==> src/rtl/vga_pkg.sv <==
// Types shared by the SRAM arbiter and the VGA output block:
// the arbiter state encoding and the vga_state phase codes.
package vga_pkg;

  typedef enum logic [1:0] {
    IDLE     = 2'd0,
    VGA_RD   = 2'd1,
    CPU_XFER = 2'd2,
    ABORT    = 2'd3
  } arb_state_t;

  localparam logic [1:0] VGA_STATE_INACTIVE = 2'd0;
  localparam logic [1:0] VGA_STATE_PREP     = 2'd1;
  localparam logic [1:0] VGA_STATE_ACTIVE   = 2'd2;

  localparam int TMO_CNT_W = 8;

  function automatic logic is_sram_state(input arb_state_t s);
    return (s == VGA_RD) || (s == CPU_XFER);
  endfunction

endpackage

==> src/rtl/vga_word_cache.sv <==
// One-word read cache for VGA pixel fetches: tag/data/valid registers, a hit compare
// on the fetch address and a snoop compare used to drop the word on CPU writes.
module vga_word_cache #(
  parameter int ADDR_W = 32,
  parameter int DATA_W = 32
) (
  input  logic              clk,
  input  logic              nrst,
  input  logic              lookup_en,
  input  logic [ADDR_W-1:0] lookup_addr,
  output logic              hit,
  output logic [DATA_W-1:0] hit_data,
  input  logic [ADDR_W-1:0] snoop_addr,
  output logic              snoop_match,
  input  logic              fill,
  input  logic [ADDR_W-1:0] fill_addr,
  input  logic [DATA_W-1:0] fill_data,
  input  logic              inv
);

  logic              valid_reg;
  logic [ADDR_W-1:0] addr_reg;
  logic [DATA_W-1:0] data_reg;

  // Invalidate beats fill so a fill landing in an inactive frame is not kept.
  always_ff @(posedge clk or negedge nrst) begin
    if (!nrst) begin
      valid_reg <= 1'b0;
      addr_reg  <= '0;
      data_reg  <= '0;
    end else begin
      if (fill) begin
        addr_reg <= fill_addr;
        data_reg <= fill_data;
      end
      if (inv) begin
        valid_reg <= 1'b0;
      end else if (fill) begin
        valid_reg <= 1'b1;
      end
    end
  end

  assign hit         = lookup_en && valid_reg && (lookup_addr == addr_reg);
  assign hit_data    = hit ? data_reg : '0;
  assign snoop_match = valid_reg && (snoop_addr == addr_reg);

endmodule

==> src/rtl/vga_sram_arbiter.sv <==
// Shares the single-port SRAM between the CPU data port and the VGA pixel fetcher.
// VGA misses win arbitration; a one-word cache absorbs repeated pixel fetches.
module vga_sram_arbiter
  import vga_pkg::*;
#(
  parameter int ADDR_W  = 32,
  parameter int DATA_W  = 32,
  parameter int TIMEOUT = 255
) (
  input  logic              clk,
  input  logic              nrst,
  input  logic              cpu_req,
  input  logic              cpu_we,
  input  logic [ADDR_W-1:0] cpu_addr,
  input  logic [DATA_W-1:0] cpu_wdata,
  input  logic [3:0]        cpu_sel,
  output logic [DATA_W-1:0] cpu_rdata,
  output logic              cpu_ready,
  input  logic [1:0]        vga_state,
  input  logic              vga_req,
  input  logic [ADDR_W-1:0] vga_addr,
  output logic [DATA_W-1:0] vga_rdata,
  output logic              vga_busy,
  output logic              sram_req,
  output logic              sram_we,
  output logic [ADDR_W-1:0] sram_addr,
  output logic [DATA_W-1:0] sram_wdata,
  output logic [3:0]        sram_sel,
  input  logic [DATA_W-1:0] sram_rdata,
  input  logic              sram_busy,
  output logic              timeout_err
);

  localparam logic [TMO_CNT_W-1:0] TMO_LAST = TMO_CNT_W'(TIMEOUT - 1);

  arb_state_t           state_reg;
  logic [TMO_CNT_W-1:0] tmo_cnt_reg;
  logic [ADDR_W-1:0]    vga_addr_reg;
  logic [ADDR_W-1:0]    cpu_addr_reg;
  logic [DATA_W-1:0]    cpu_wdata_reg;
  logic [3:0]           cpu_sel_reg;
  logic                 cpu_we_reg;
  logic                 abort_cpu_reg;

  logic              cache_hit;
  logic [DATA_W-1:0] cache_data;
  logic              cache_snoop;
  logic              cache_inv;
  logic              vga_miss;
  logic              xfer_active;
  logic              vga_done;
  logic              cpu_done;
  logic              tmo_expire;
  logic              cpu_grant;

  assign vga_miss    = vga_req && !cache_hit;
  assign xfer_active = is_sram_state(state_reg);
  assign vga_done    = (state_reg == VGA_RD) && !sram_busy;
  assign cpu_done    = (state_reg == CPU_XFER) && !sram_busy;
  assign tmo_expire  = xfer_active && sram_busy && (tmo_cnt_reg == TMO_LAST);
  // The line before active is locked out so the first pixel fetch never waits on the CPU.
  assign cpu_grant   = cpu_req && !vga_miss && (vga_state != VGA_STATE_PREP);

  assign cache_inv = (vga_state == VGA_STATE_INACTIVE)
                  || ((state_reg == VGA_RD) && tmo_expire)
                  || (cpu_done && cpu_we_reg && (|cpu_sel_reg) && cache_snoop);

  vga_word_cache #(
    .ADDR_W (ADDR_W),
    .DATA_W (DATA_W)
  ) u_cache (
    .clk         (clk),
    .nrst        (nrst),
    .lookup_en   (vga_req),
    .lookup_addr (vga_addr),
    .hit         (cache_hit),
    .hit_data    (cache_data),
    .snoop_addr  (cpu_addr_reg),
    .snoop_match (cache_snoop),
    .fill        (vga_done),
    .fill_addr   (vga_addr_reg),
    .fill_data   (sram_rdata),
    .inv         (cache_inv)
  );

  always_ff @(posedge clk or negedge nrst) begin
    if (!nrst) begin
      state_reg     <= IDLE;
      tmo_cnt_reg   <= '0;
      vga_addr_reg  <= '0;
      cpu_addr_reg  <= '0;
      cpu_wdata_reg <= '0;
      cpu_sel_reg   <= '0;
      cpu_we_reg    <= 1'b0;
      abort_cpu_reg <= 1'b0;
    end else begin
      case (state_reg)
        IDLE: begin
          tmo_cnt_reg <= '0;
          if (vga_miss) begin
            state_reg    <= VGA_RD;
            vga_addr_reg <= vga_addr;
          end else if (cpu_grant) begin
            state_reg     <= CPU_XFER;
            cpu_addr_reg  <= cpu_addr;
            cpu_wdata_reg <= cpu_wdata;
            cpu_sel_reg   <= cpu_sel;
            cpu_we_reg    <= cpu_we;
          end
        end
        VGA_RD, CPU_XFER: begin
          if (!sram_busy) begin
            state_reg <= IDLE;
          end else if (tmo_expire) begin
            state_reg     <= ABORT;
            abort_cpu_reg <= (state_reg == CPU_XFER);
          end else begin
            tmo_cnt_reg <= tmo_cnt_reg + 1'b1;
          end
        end
        ABORT: begin
          state_reg <= IDLE;
        end
        default: begin
          state_reg <= IDLE;
        end
      endcase
    end
  end

  always_comb begin
    sram_req   = xfer_active;
    sram_we    = 1'b0;
    sram_addr  = '0;
    sram_wdata = '0;
    sram_sel   = 4'h0;
    if (state_reg == VGA_RD) begin
      sram_addr = vga_addr_reg;
      sram_sel  = 4'hF;
    end else if (state_reg == CPU_XFER) begin
      sram_we   = cpu_we_reg;
      sram_addr = cpu_addr_reg;
      sram_sel  = cpu_sel_reg;
      if (cpu_we_reg) begin
        sram_wdata = cpu_wdata_reg;
      end
    end
  end

  // An aborted CPU transfer still completes towards the CPU, with zero data.
  assign cpu_ready   = cpu_done || ((state_reg == ABORT) && abort_cpu_reg);
  assign cpu_rdata   = (cpu_done && !cpu_we_reg) ? sram_rdata : '0;
  assign timeout_err = (state_reg == ABORT);

  assign vga_rdata = vga_done ? sram_rdata : cache_data;
  assign vga_busy  = !nrst || (vga_miss && !vga_done);

endmodule

==> config.mk <==
export PLATFORM = sky130hd
export DESIGN_NAME = vga_sram_arbiter
export DESIGN_NICKNAME = d
export VERILOG_FILES = /design/src/rtl/vga_pkg.sv /design/src/rtl/vga_word_cache.sv /design/src/rtl/vga_sram_arbiter.sv
export SDC_FILE = /design/constraint.sdc
export NUM_CORES = 1
export LEC_CHECK = 0
export CORE_MARGIN = 10
export CORE_UTILIZATION = 40
export CTS_CLUSTER_DIAMETER = 30
export DETAILED_ROUTE_END_ITERATION = 8
export DONT_BUFFER_PORTS = 1
export PLACE_DENSITY_LB_ADDON = 0.2
export SLEW_MARGIN = 20
export SYNTH_ARGS = -nofsm -noshare
export SYNTH_HDL_FRONTEND = slang
export SYNTH_SLANG_ARGS = --single-unit
==> constraint.sdc <==
create_clock -name clk -period 4.5 [get_ports clk]
set_input_delay 0.9 -clock clk [delete_from_list [all_inputs] [get_ports clk]]
set_output_delay 0.9 -clock clk [all_outputs]
set_load 0.02 [all_outputs]
==> impl_metrics.env, run 1 <==
export IMPL_netlist_instances=818
export IMPL_cts_root_buffer="clkbuf_16"
export IMPL_chipHeight_um=166
export IMPL_fin_nets=980
export IMPL_fp_dieW_um=166
export IMPL_antenna_found_initial=4
export IMPL_ant_nets=0
export IMPL_grt_pass1_wl_um=38900
export IMPL_cp_required_ps=3600
export IMPL_portBuffers=0
export IMPL_whs_ps=190
export IMPL_hp_class="input port to async pin"
export IMPL_tritoncts="done"
export IMPL_core_region_area_sq_um=21000
export IMPL_ys_seq_area_frac=0.517
export IMPL_power_density_nw_per_um2=737
export IMPL_critPathKind="flip-flop to output port"
export IMPL_syn_nets=964
export IMPL_clockBufferDepth=2
export IMPL_tns_ps=0
export IMPL_r2r_setup_slack_ps=1290
export IMPL_hold_viol_final=0
export IMPL_start_util=0.408
export IMPL_grt_use_total=0.177
export IMPL_firstDrtPassIters=4
export IMPL_synth_xor_area_frac=0.0634
export IMPL_max_cap_viol_count=0
export IMPL_vias_per_cell=5.45
export IMPL_postCtsHoldBufs=0
export IMPL_numCtsBuffers=17
export IMPL_synthSimpleGateAreaFrac=0.170
export IMPL_place_gp_congestion=0.836
export IMPL_final_common_cell="nand2_1"
export IMPL_synth_compound_area_frac=0.0790
export IMPL_io_pins=277
export IMPL_period_minus_slack_ps=3600
export IMPL_drcViolationCount=0
export IMPL_min_period_over_period=0.800
export IMPL_synth_top_family_by_area="simple AND/OR/NAND/NOR gates"
export IMPL_synth_area_sq_um=8570
export IMPL_ff2ff_path_depth=8
export IMPL_synth_main_ff_cell="dfrtp_1"
export IMPL_slew_violations=0
export IMPL_critPathCaptureType="output port"
export IMPL_syn2layout_area_growth_pct=12.5
export IMPL_ys_seq_elements=177
export IMPL_path_clk_slew_ps=70
export IMPL_grt_ovfl_total=0
export IMPL_cts_resized=0
export IMPL_p_leak_nw=4.49
export IMPL_synthArstFlopShare=1.00
export IMPL_rows=53
export IMPL_dp_hpwl_um=18600
export IMPL_drtIter0Drc=403
export IMPL_ff_latch_area_sq_um=4430
export IMPL_yosys_warnings=0
export IMPL_ir_worst_vdd_mv=0.331
export IMPL_max_clock_freq_mhz=278
export IMPL_synth_edf_count=0
export IMPL_reg2reg_to="cpu_wdata_reg[5]"
export IMPL_multiInputGateArea_sq_um=3940
export IMPL_start_kind="flip-flop"
export IMPL_wirelength_um=25200
export IMPL_vias=6128
export IMPL_clock_latency_ps=430
export IMPL_synth_fa_ha_area_frac=0.00876
export IMPL_max_slew_margin=0.351
export IMPL_grt_max_degree=179
export IMPL_cts_sinks=177
export IMPL_crit_arrival_ps=2700
export IMPL_cp_startpoint="state_reg[0]"
export IMPL_design_die_area_sq_um=27700
export IMPL_clock_skew_ps=14.1
export IMPL_muxShareOfSynthArea=0.135
export IMPL_r2r_start="u_cache.addr_reg[29]"
export IMPL_final_cell_mix="197 x nand2_1, 177 x dfrtp_1, 91 x mux2_2"
export IMPL_critPathMaxFanout=32
export IMPL_drive_above_1_share=0.203
export IMPL_nFillCells=1985
export IMPL_syn_area_per_cell_sq_um=10.5
export IMPL_worstMarginPinSlew_ps=974
export IMPL_finalSetupViolations=0
export IMPL_ys_types=42
export IMPL_status="finished clean"
export IMPL_postCtsSetupBuffers=0
export IMPL_rsz0062_at_grt="false"
export IMPL_htreeDepth=4
export IMPL_grt_pass1_vias=6394
export IMPL_wl_per_cell_um=22.4
-- metrics by stage --
stage / util / area (sq um) / instances / power (mW) / setup WS [ps]
2_1_floorplan: - / 8570 / 818 / 4.94 / 1080
3_3_place_gp: 0.432 / 9070 / 1090 / 5.65 / 950
3_5_place_dp: 0.432 / 9070 / 1090 / 5.75 / 869
4_1_cts: 0.458 / 9630 / 1122 / 7.19 / 853
5_1_grt: 0.458 / 9630 / 1122 / 7.59 / 759
6_report: 0.459 / 9640 / 1125 / 7.11 / 902
-- worst max path at each step --
stage                        to  depth (start not counted)  slack [ps]
2_1_floorplan     vga_rdata[10]                          6        1080
3_3_place_gp   cpu_wdata_reg[9]                          8         950
3_5_place_dp   cpu_wdata_reg[5]                          8         870
4_1_cts          sram_wdata[29]                          5         850
5_1_grt          sram_wdata[26]                          5         760
6_report         sram_wdata[26]                          5         900
-- layer usage --
layer  vias to the layer above  share of wire  GRT usage
li1                       2832              -          -
met2                       221           0.50      0.297
met3                        32          0.093     0.0814
met5                         -         0.0011          0
met1                      3039           0.39      0.199
met4                         4          0.016     0.0470
-- Yosys cell counts, types with 11 or more instances --
master,n,share of area
xor2_1,25,0.026
nand2_1,197,0.086
xnor2_1,37,0.038
and2_1,33,0.024
mux2_1,11,0.014
nor2_1,12,0.0053
dfrtp_1,177,0.52
o21ai_0,44,0.026
clkbuf_1,33,0.014
a22o_1,34,0.035
mux2_2,91,0.12
nand4_1,11,0.0080
and3_1,35,0.026
-- cells by family after synthesis --
group	Yosys count
adders and majority gates	6
and+or+nand+nor	315
AOI/OAI and AO/OA	99
muxes	103
DFF	177
xor gates and xnor gates	62
buffers and inverters	56
-- critical path, cell delays in order (launching register included) --
cell,delay (ps)
dfrtp_1,440
inv_1,120
ha_1,320
nor2b_4,640
buf_4,390
and3_1,350
-- layout make-up --
type,instances,area share
Clock buffer,19,0.0459
Multi-Input combinational cell,585,0.408
Antenna cell,3,0.000779
Sequential cell,177,0.459
Inverter,10,0.00389
Tap cell,275,0.0357
Timing Repair Buffer,43,0.0335
Clock inverter,13,0.0125
-- power by group --
part	switching, mW	total [mW]	internal [mW]
combinational	1.61	2.75	1.13
sequential	0.599	2.95	2.35
clock	0.669	1.41	0.746
total	2.88	7.11	4.23
(Power assumes the default switching activity.)
==> run 2: changes to the inputs <==
Clock period 4.5 ns to 3.4 ns, I/O delays scaled along.
==> impl_metrics.env, run 2 (synthesis gave the netlist of run 1 again) <==
export IMPL_final_cell_mix="197 x nand2_1, 177 x dfrtp_1, 91 x mux2_2"
export IMPL_r2r_start="u_cache.addr_reg[22]"
export IMPL_worstMarginPinSlew_ps=762
export IMPL_start_util=0.408
export IMPL_numCtsBuffers=17
export IMPL_final_common_cell="nand2_1"
export IMPL_r2r_setup_slack_ps=710
export IMPL_max_clock_freq_mhz=311
export IMPL_max_cap_viol_count=0
export IMPL_grt_ovfl_total=0
export IMPL_status="finished, violations left"
export IMPL_critPathKind="flip-flop to output port"
export IMPL_violations="negative hold slack"
export IMPL_nFillCells=1955
export IMPL_hp_class="input port to async pin"
export IMPL_drcViolationCount=0
export IMPL_path_clk_slew_ps=70
export IMPL_design_die_area_sq_um=27700
export IMPL_postCtsSetupBuffers=0
export IMPL_slew_violations=0
export IMPL_dp_hpwl_um=18300
export IMPL_finalSetupViolations=0
export IMPL_period_minus_slack_ps=3210
export IMPL_clockBufferDepth=2
export IMPL_critPathMaxFanout=33
export IMPL_portBuffers=0
export IMPL_totalPowerFinal_mw=9.38
export IMPL_antenna_found_initial=6
export IMPL_start_kind="flip-flop"
export IMPL_vias_per_cell=5.38
export IMPL_pre_cts_ws_ps=308
export IMPL_syn2layout_area_growth_pct=13.1
export IMPL_core_region_area_sq_um=21000
export IMPL_grt_max_degree=179
export IMPL_grt_use_met1=0.194
export IMPL_fin_nets=983
export IMPL_busiest_layer="met2"
export IMPL_cp_required_ps=2720
export IMPL_grt_pass1_wl_um=38600
export IMPL_drive_above_1_share=0.209
export IMPL_rows=53
export IMPL_crit_arrival_ps=2530
export IMPL_fin_ws_ps=189
export IMPL_vias=6074
export IMPL_fp_dieW_um=166
export IMPL_grt_use_total=0.175
export IMPL_grt_pass1_vias=6467
export IMPL_critPathCaptureType="output port"
export IMPL_whs_ps=-37.8
export IMPL_cts_root_buffer="clkbuf_16"
export IMPL_chipHeight_um=166
export IMPL_htreeDepth=4
export IMPL_use_met3=0.0831
export IMPL_wl_per_cell_um=22.2
export IMPL_ff2ff_path_depth=7
export IMPL_hold_viol_final=43
export IMPL_max_slew_margin=0.490
export IMPL_firstDrtPassIters=4
export IMPL_ir_worst_vdd_mv=0.387
export IMPL_p_leak_nw=4.50
export IMPL_ant_nets=0
export IMPL_tritoncts="done"
export IMPL_cts_sinks=177
export IMPL_clock_skew_ps=11.3
export IMPL_power_density_nw_per_um2=968
export IMPL_grt_met2_usage=0.296
export IMPL_io_pins=277
export IMPL_wirelength_um=25000
export IMPL_min_period_over_period=0.944
export IMPL_drtIter0Drc=429
export IMPL_place_gp_congestion=0.828
export IMPL_clock_latency_ps=430
export IMPL_reg2reg_to="cpu_wdata_reg[16]"
-- run 2: critical path: stages, from the launching register on --
cell     delay (ps)
dfrtp_1         420
xor2_1          180
a211o_1         280
nor4_2          340
nand4_2         190
buf_4           270
o21ai_0         220
buf_4           180
-- run 2: layer usage --
| metal | vias to the layer above | part of all wire |
|---|---|---|
| li1 | 2821 | - |
| met1 | 3007 | 0.38 |
| met2 | 213 | 0.50 |
| met3 | 29 | 0.10 |
| met4 | 4 | 0.015 |
| met5 | - | 0.0013 |
-- run 2: timing repair --
action,CTS,global route
resized for setup,0,3
endpoints found under the hold margin,177,177
endpoints found under the setup margin,0,30
-- run 2: where the power goes --
| group | switching, mW | internal (mW) | total [mW] |
|---|---|---|---|
| Combinational | 2.20 | 1.53 | 3.73 |
| Clock | 0.854 | 0.967 | 1.82 |
| Sequential | 0.726 | 3.11 | 3.84 |
| Total | 3.78 | 5.61 | 9.38 |
-- run 2: worst max path at each step --
stage,end,slack [ps],startpoint
2_1_floorplan,vga_rdata[10],420,vga_addr[22]
3_3_place_gp,vga_rdata[26],370,vga_addr[17]
3_5_place_dp,vga_rdata[28],310,vga_addr[17]
4_1_cts,vga_rdata[28],80,u_cache.addr_reg[29]
5_1_grt,vga_rdata[20],-20,state_reg[1]
6_report,vga_rdata[25],190,u_cache.addr_reg[22]
-- run 2: final cells by class --
cell class	instances	area, sq um	area share
clock buffers	19	443	0.0457
diodes	4	10.0	0.00103
well taps	275	344	0.0355
multi-input cells	586	3970	0.409
flip-flops and latches	177	4430	0.457
inverters	10	37.5	0.00387
repair buffers	45	363	0.0374
clock inverters	13	101	0.0105
-- run 2: through the flow --
| step | util | instances | cell area, sq um | TNS (ps) |
|---|---|---|---|---|
| CTS | 0.459 | 1124 | 9660 | 0 |
| global route | 0.461 | 1128 | 9690 | -107 |
| global placement | 0.433 | 1092 | 9110 | 0 |
| finish | 0.461 | 1129 | 9690 | 0 |
| detailed placement | 0.433 | 1092 | 9110 | 0 |
| floorplan | - | 818 | 8570 | 0 |
==> run 3: changes to the inputs <==
Settings changed: HOLD_SLACK_MARGIN set to 0.03.
==> results of run 3 <==
The final DEF is identical to that of run 2; final timing and power are the same.
==> edit 1 (flow settings as in run 2) <==
`ADDR_W` is set to 32 in 2 places; all go to 40.
--- a/src/rtl/vga_word_cache.sv
+++ b/src/rtl/vga_word_cache.sv
@@ -1,7 +1,7 @@
 // One-word read cache for VGA pixel fetches: tag/data/valid registers, a hit compare
 // on the fetch address and a snoop compare used to drop the word on CPU writes.
 module vga_word_cache #(
-  parameter int ADDR_W = 32,
+  parameter int ADDR_W = 40,
   parameter int DATA_W = 32
 ) (
   input  logic              clk,
--- a/src/rtl/vga_sram_arbiter.sv
+++ b/src/rtl/vga_sram_arbiter.sv
@@ -3,7 +3,7 @@
 module vga_sram_arbiter
   import vga_pkg::*;
 #(
-  parameter int ADDR_W  = 32,
+  parameter int ADDR_W  = 40,
   parameter int DATA_W  = 32,
   parameter int TIMEOUT = 255
 ) (
Interface: changed (resized cpu_addr, sram_addr and vga_addr); port bits go from 277 to 301. No check against the original RTL was run, so the function may have changed too.
==> edit 1 against run 2 <==
The flow still finishes with violations (negative hold slack); area after synthesis is 43% higher; highest routed layer unchanged; wire length is 80% higher; setup slack worse by 0.095 ns; critical endpoint is now vga_rdata[20]; sequential cell count is 24 higher; largest power group is now clock; core utilization is 2.6 points higher; worst hold slack worse by 0.12 ns; cell count is 61% higher; power is 44% higher; design area is 53% higher.
==> edit 1: results (changes against run 2) <==
[run_status]
status = finished with violations
violations = negative hold slack

[placement]
dp_hpwl_um = 28900  ; +58%
dp_cells = 1711  ; +57%
gp_congestion = 0.841  ; +1.5%
dpl-instance-area_sq_mm = 0.0128  ; +40%

[synthesis]
yosysUniqueCellTypes = 41  ; -2.4%
synthXorXnorAreaFrac_pct = 6.01  ; -0.33 points
syn_nets = 1547  ; +60%
synth_common_cells = nand2_1, dfrtp_1, clkbuf_1
synth_cells = 1385  ; +69%
synth.area.mux_share_pct = 3.68  ; -9.8 points
ys_top_cells_by_area = dfrtp_1, nand2_1, and2_1
ys_seq_area_share_pct = 41.1  ; -11 points

[cells_and_area]
multi_input_area_share_pct = 46.0  ; +5.1 points
seq_cells = 201  ; +14%
final_util_pct = 48.7  ; +2.6 points
drive_gt1_share_pct = 11.9  ; -9.0 points

[critical_path]
max_stage_delay_ns = 0.40  ; -0.02 ns

[clock_tree]
cts_htree_levels = 2  ; -2
cts_resized = 5  ; +5
cts_buffer_depth = 3  ; +1

[power_and_ir_drop]
power_leakage_nw = 5.91  ; +31%
p_clk_share_pct = 39.7  ; +20 points
ir_drop_v = 0.000457  ; +18%

[global_routing]
grt_pass1_wl_um = 68900  ; +79%
grt_max_degree = 203  ; +13%

[sta]
hold_viol = 201  ; +370%
relSlewSlack_pct = 28.9  ; -20 points
finalHoldWorstSlack_ns = -0.160  ; -0.122 ns

[routing]
met2_length_um = 21000  ; +69%
dr.pass1.iters = 5  ; +1

## edit 1: cell types whose count changed after synthesis, sizes merged, moves of 31 or more
cell | before | now
and2 | 33 | 110
a221oi | 0 | 77
o211ai | 0 | 78
nand2 | 197 | 228
o21ai | 44 | 115
xor2 | 25 | 61
clkbuf | 33 | 113
mux2 | 102 | 40
nor3b | 1 | 77
nand3 | 4 | 86
## edit 1: final timing paths
path                                      start                   end  slack, ns  cells after the start
hold reg to reg            u_cache.data_reg[20]  u_cache.data_reg[20]       0.46                      2
setup / recovery           u_cache.addr_reg[34]         vga_rdata[20]       0.09                      8
setup reg to reg           u_cache.addr_reg[38]      cpu_wdata_reg[6]       0.83                      8
hold / removal                             nrst     cpu_wdata_reg[10]      -0.16                      0
max in group asynchronous                  nrst     cpu_wdata_reg[16]       2.96                      0
min in group clk                    vga_addr[8]       vga_addr_reg[8]       0.25                      1
==> edit 2 (settings of run 2) <==
Made on the original files. Make the reset (`nrst`) synchronous in 2 clocked blocks.
--- a/src/rtl/vga_word_cache.sv
+++ b/src/rtl/vga_word_cache.sv
@@ -23,7 +23,7 @@
   logic [DATA_W-1:0] data_reg;
 
   // Invalidate beats fill so a fill landing in an inactive frame is not kept.
-  always_ff @(posedge clk or negedge nrst) begin
+  always_ff @(posedge clk) begin
     if (!nrst) begin
       valid_reg <= 1'b0;
       addr_reg  <= '0;
--- a/src/rtl/vga_sram_arbiter.sv
+++ b/src/rtl/vga_sram_arbiter.sv
@@ -83,7 +83,7 @@
     .inv         (cache_inv)
   );
 
-  always_ff @(posedge clk or negedge nrst) begin
+  always_ff @(posedge clk) begin
     if (!nrst) begin
       state_reg     <= IDLE;
       tmo_cnt_reg   <= '0;
Check against the original RTL: differs if nrst is asserted again (counterexample within 4 cycles, from zero or initial values and one cycle with nrst low); with nrst held inactive, the same outputs for 4 cycles.
==> edit 2 against run 2 <==
Non-clock buffer count up 3; wire length up 9.8%; clock skew about the same; global-route usage up 0.71 points; sequential cell count unchanged; critical endpoint is now vga_rdata[26]; via count up 19%; design area up 3.2%; setup slack worse by 0.062 ns; area after synthesis up 4.1%.
Power is not compared: it rests on default switching activity, and its combinational part moved more than twofold at a synthesized area within 25%.
==> edit 2: results (changes against run 2) <==
[global_routing]
grt_max_degree = 275  ; +54%
track_usage_pct = 18.2  ; +0.71 points
grt_pass1_vias = 7025  ; +8.6%
gr-usage-met3_pct = 6.44  ; -1.9 points
use_met2_pct = 28.7  ; -0.90 points
grt_pass1_wl_um = 41800  ; +8.2%
grtUsageMet1_pct = 23.4  ; +4.0 points
antenna_found_initial = 0  ; -6

[routing]
met1Wirelength_um = 12600  ; +31%
dr.pass1.iters = 5  ; +1
antenna_left = 0  ; unchanged
met3_length_um = 2180  ; -15%
drt_wl_total_um = 27500  ; +9.8%
via_per_inst = 5.16  ; -4.1%
top_layer = met4
drt-initial-drc-count = 472  ; +10%
met2_length_um = 12400  ; -0.36%

[hold_path]
holdPathEnd = vga_addr_reg[7]
whs_path_depth = 2
min_from = vga_addr[7]
hold_class = in -> reg

[power_and_ir_drop]
p_clk_w = 0.00199
internal-power_w = 0.00401
power_leakage_nw = 4.11

[cells_and_area]
drive_gt1_share_pct = 9.36  ; -12 points
fillers = 2200  ; +13%
diodes = 0  ; -4
fin_nets = 1256  ; +28%

[critical_path]
crit_path_top_delay_cell = a2111o_1
max_stage_delay_ns = 0.38  ; -0.04 ns
r2r_end = cpu_wdata_reg[16]
crit_start = u_cache.addr_reg[16]
cp_max_fo = 20  ; -39%
endpoint = vga_rdata[26]
r2r_cells = 8  ; +1

[sta]
finalClockSkew_ns = 0.0110  ; -0.000260 ns
finalHoldWorstSlack_ns = 0.384  ; +0.422 ns
max_slew.worst_pin.slew_ns = 1.02  ; +0.254 ns

[clock_tree]
cts_buffer_depth = 2  ; unchanged
cts_htree_levels = 4  ; unchanged
cts_resized = 0  ; unchanged
clk_latency_ns = 0.43  ; about the same

[synthesis]
ys_top_cells_by_area = dfxtp_1, nand2_1, mux2i_1
async_reset_ff_share_pct = 0  ; -100 points
yosys_warnings = 0  ; unchanged
yosysUniqueCellTypes = 36  ; -14%
synth_common_cells = nand2_1, dfxtp_1, mux2i_1
ys_seq_area_share_pct = 39.7  ; -12 points

[placement]
gp_congestion = 0.791  ; -4.6%
dp_hpwl_um = 19700  ; +7.3%

[run_status]
status = finished, final reports clean

## edit 2: kinds of logic after synthesis
group | Yosys count | share of synthesized area [%]
compound gates | 158 | 12.9
buf+inv | 97 | 4.38
fa+ha+maj | 6 | 0.841
flops | 177 | 39.7
simple gates | 528 | 25.3
xor+xnor | 56 | 5.50
mux | 102 | 11.4
## edit 2: through the flow
stage,instance area [sq um],setup WS [ns],total power [W],util [%],cells
3_3_place_gp,9390,0.265,0.00416,42.9,1371
3_5_place_dp,9390,0.252,0.00417,42.9,1371
5_1_grt,10000,0.000213,0.00643,45.7,1402
2_1_floorplan,8920,0.394,0.00373,-,1124
4_1_cts,9980,0.0744,0.00618,45.6,1402
6_report,10000,0.127,0.00611,45.7,1402
## edit 2: cell type report
cell class	instances	area, sq um	share of cell area [%]
Clock buffer	20	457	4.57
Clock inverter	11	130	1.30
Inverter	16	60.1	0.600
Multi-Input combinational cell	850	5040	50.4
Sequential cell	177	3540	35.4
Tap cell	280	350	3.50
Timing Repair Buffer	48	423	4.23
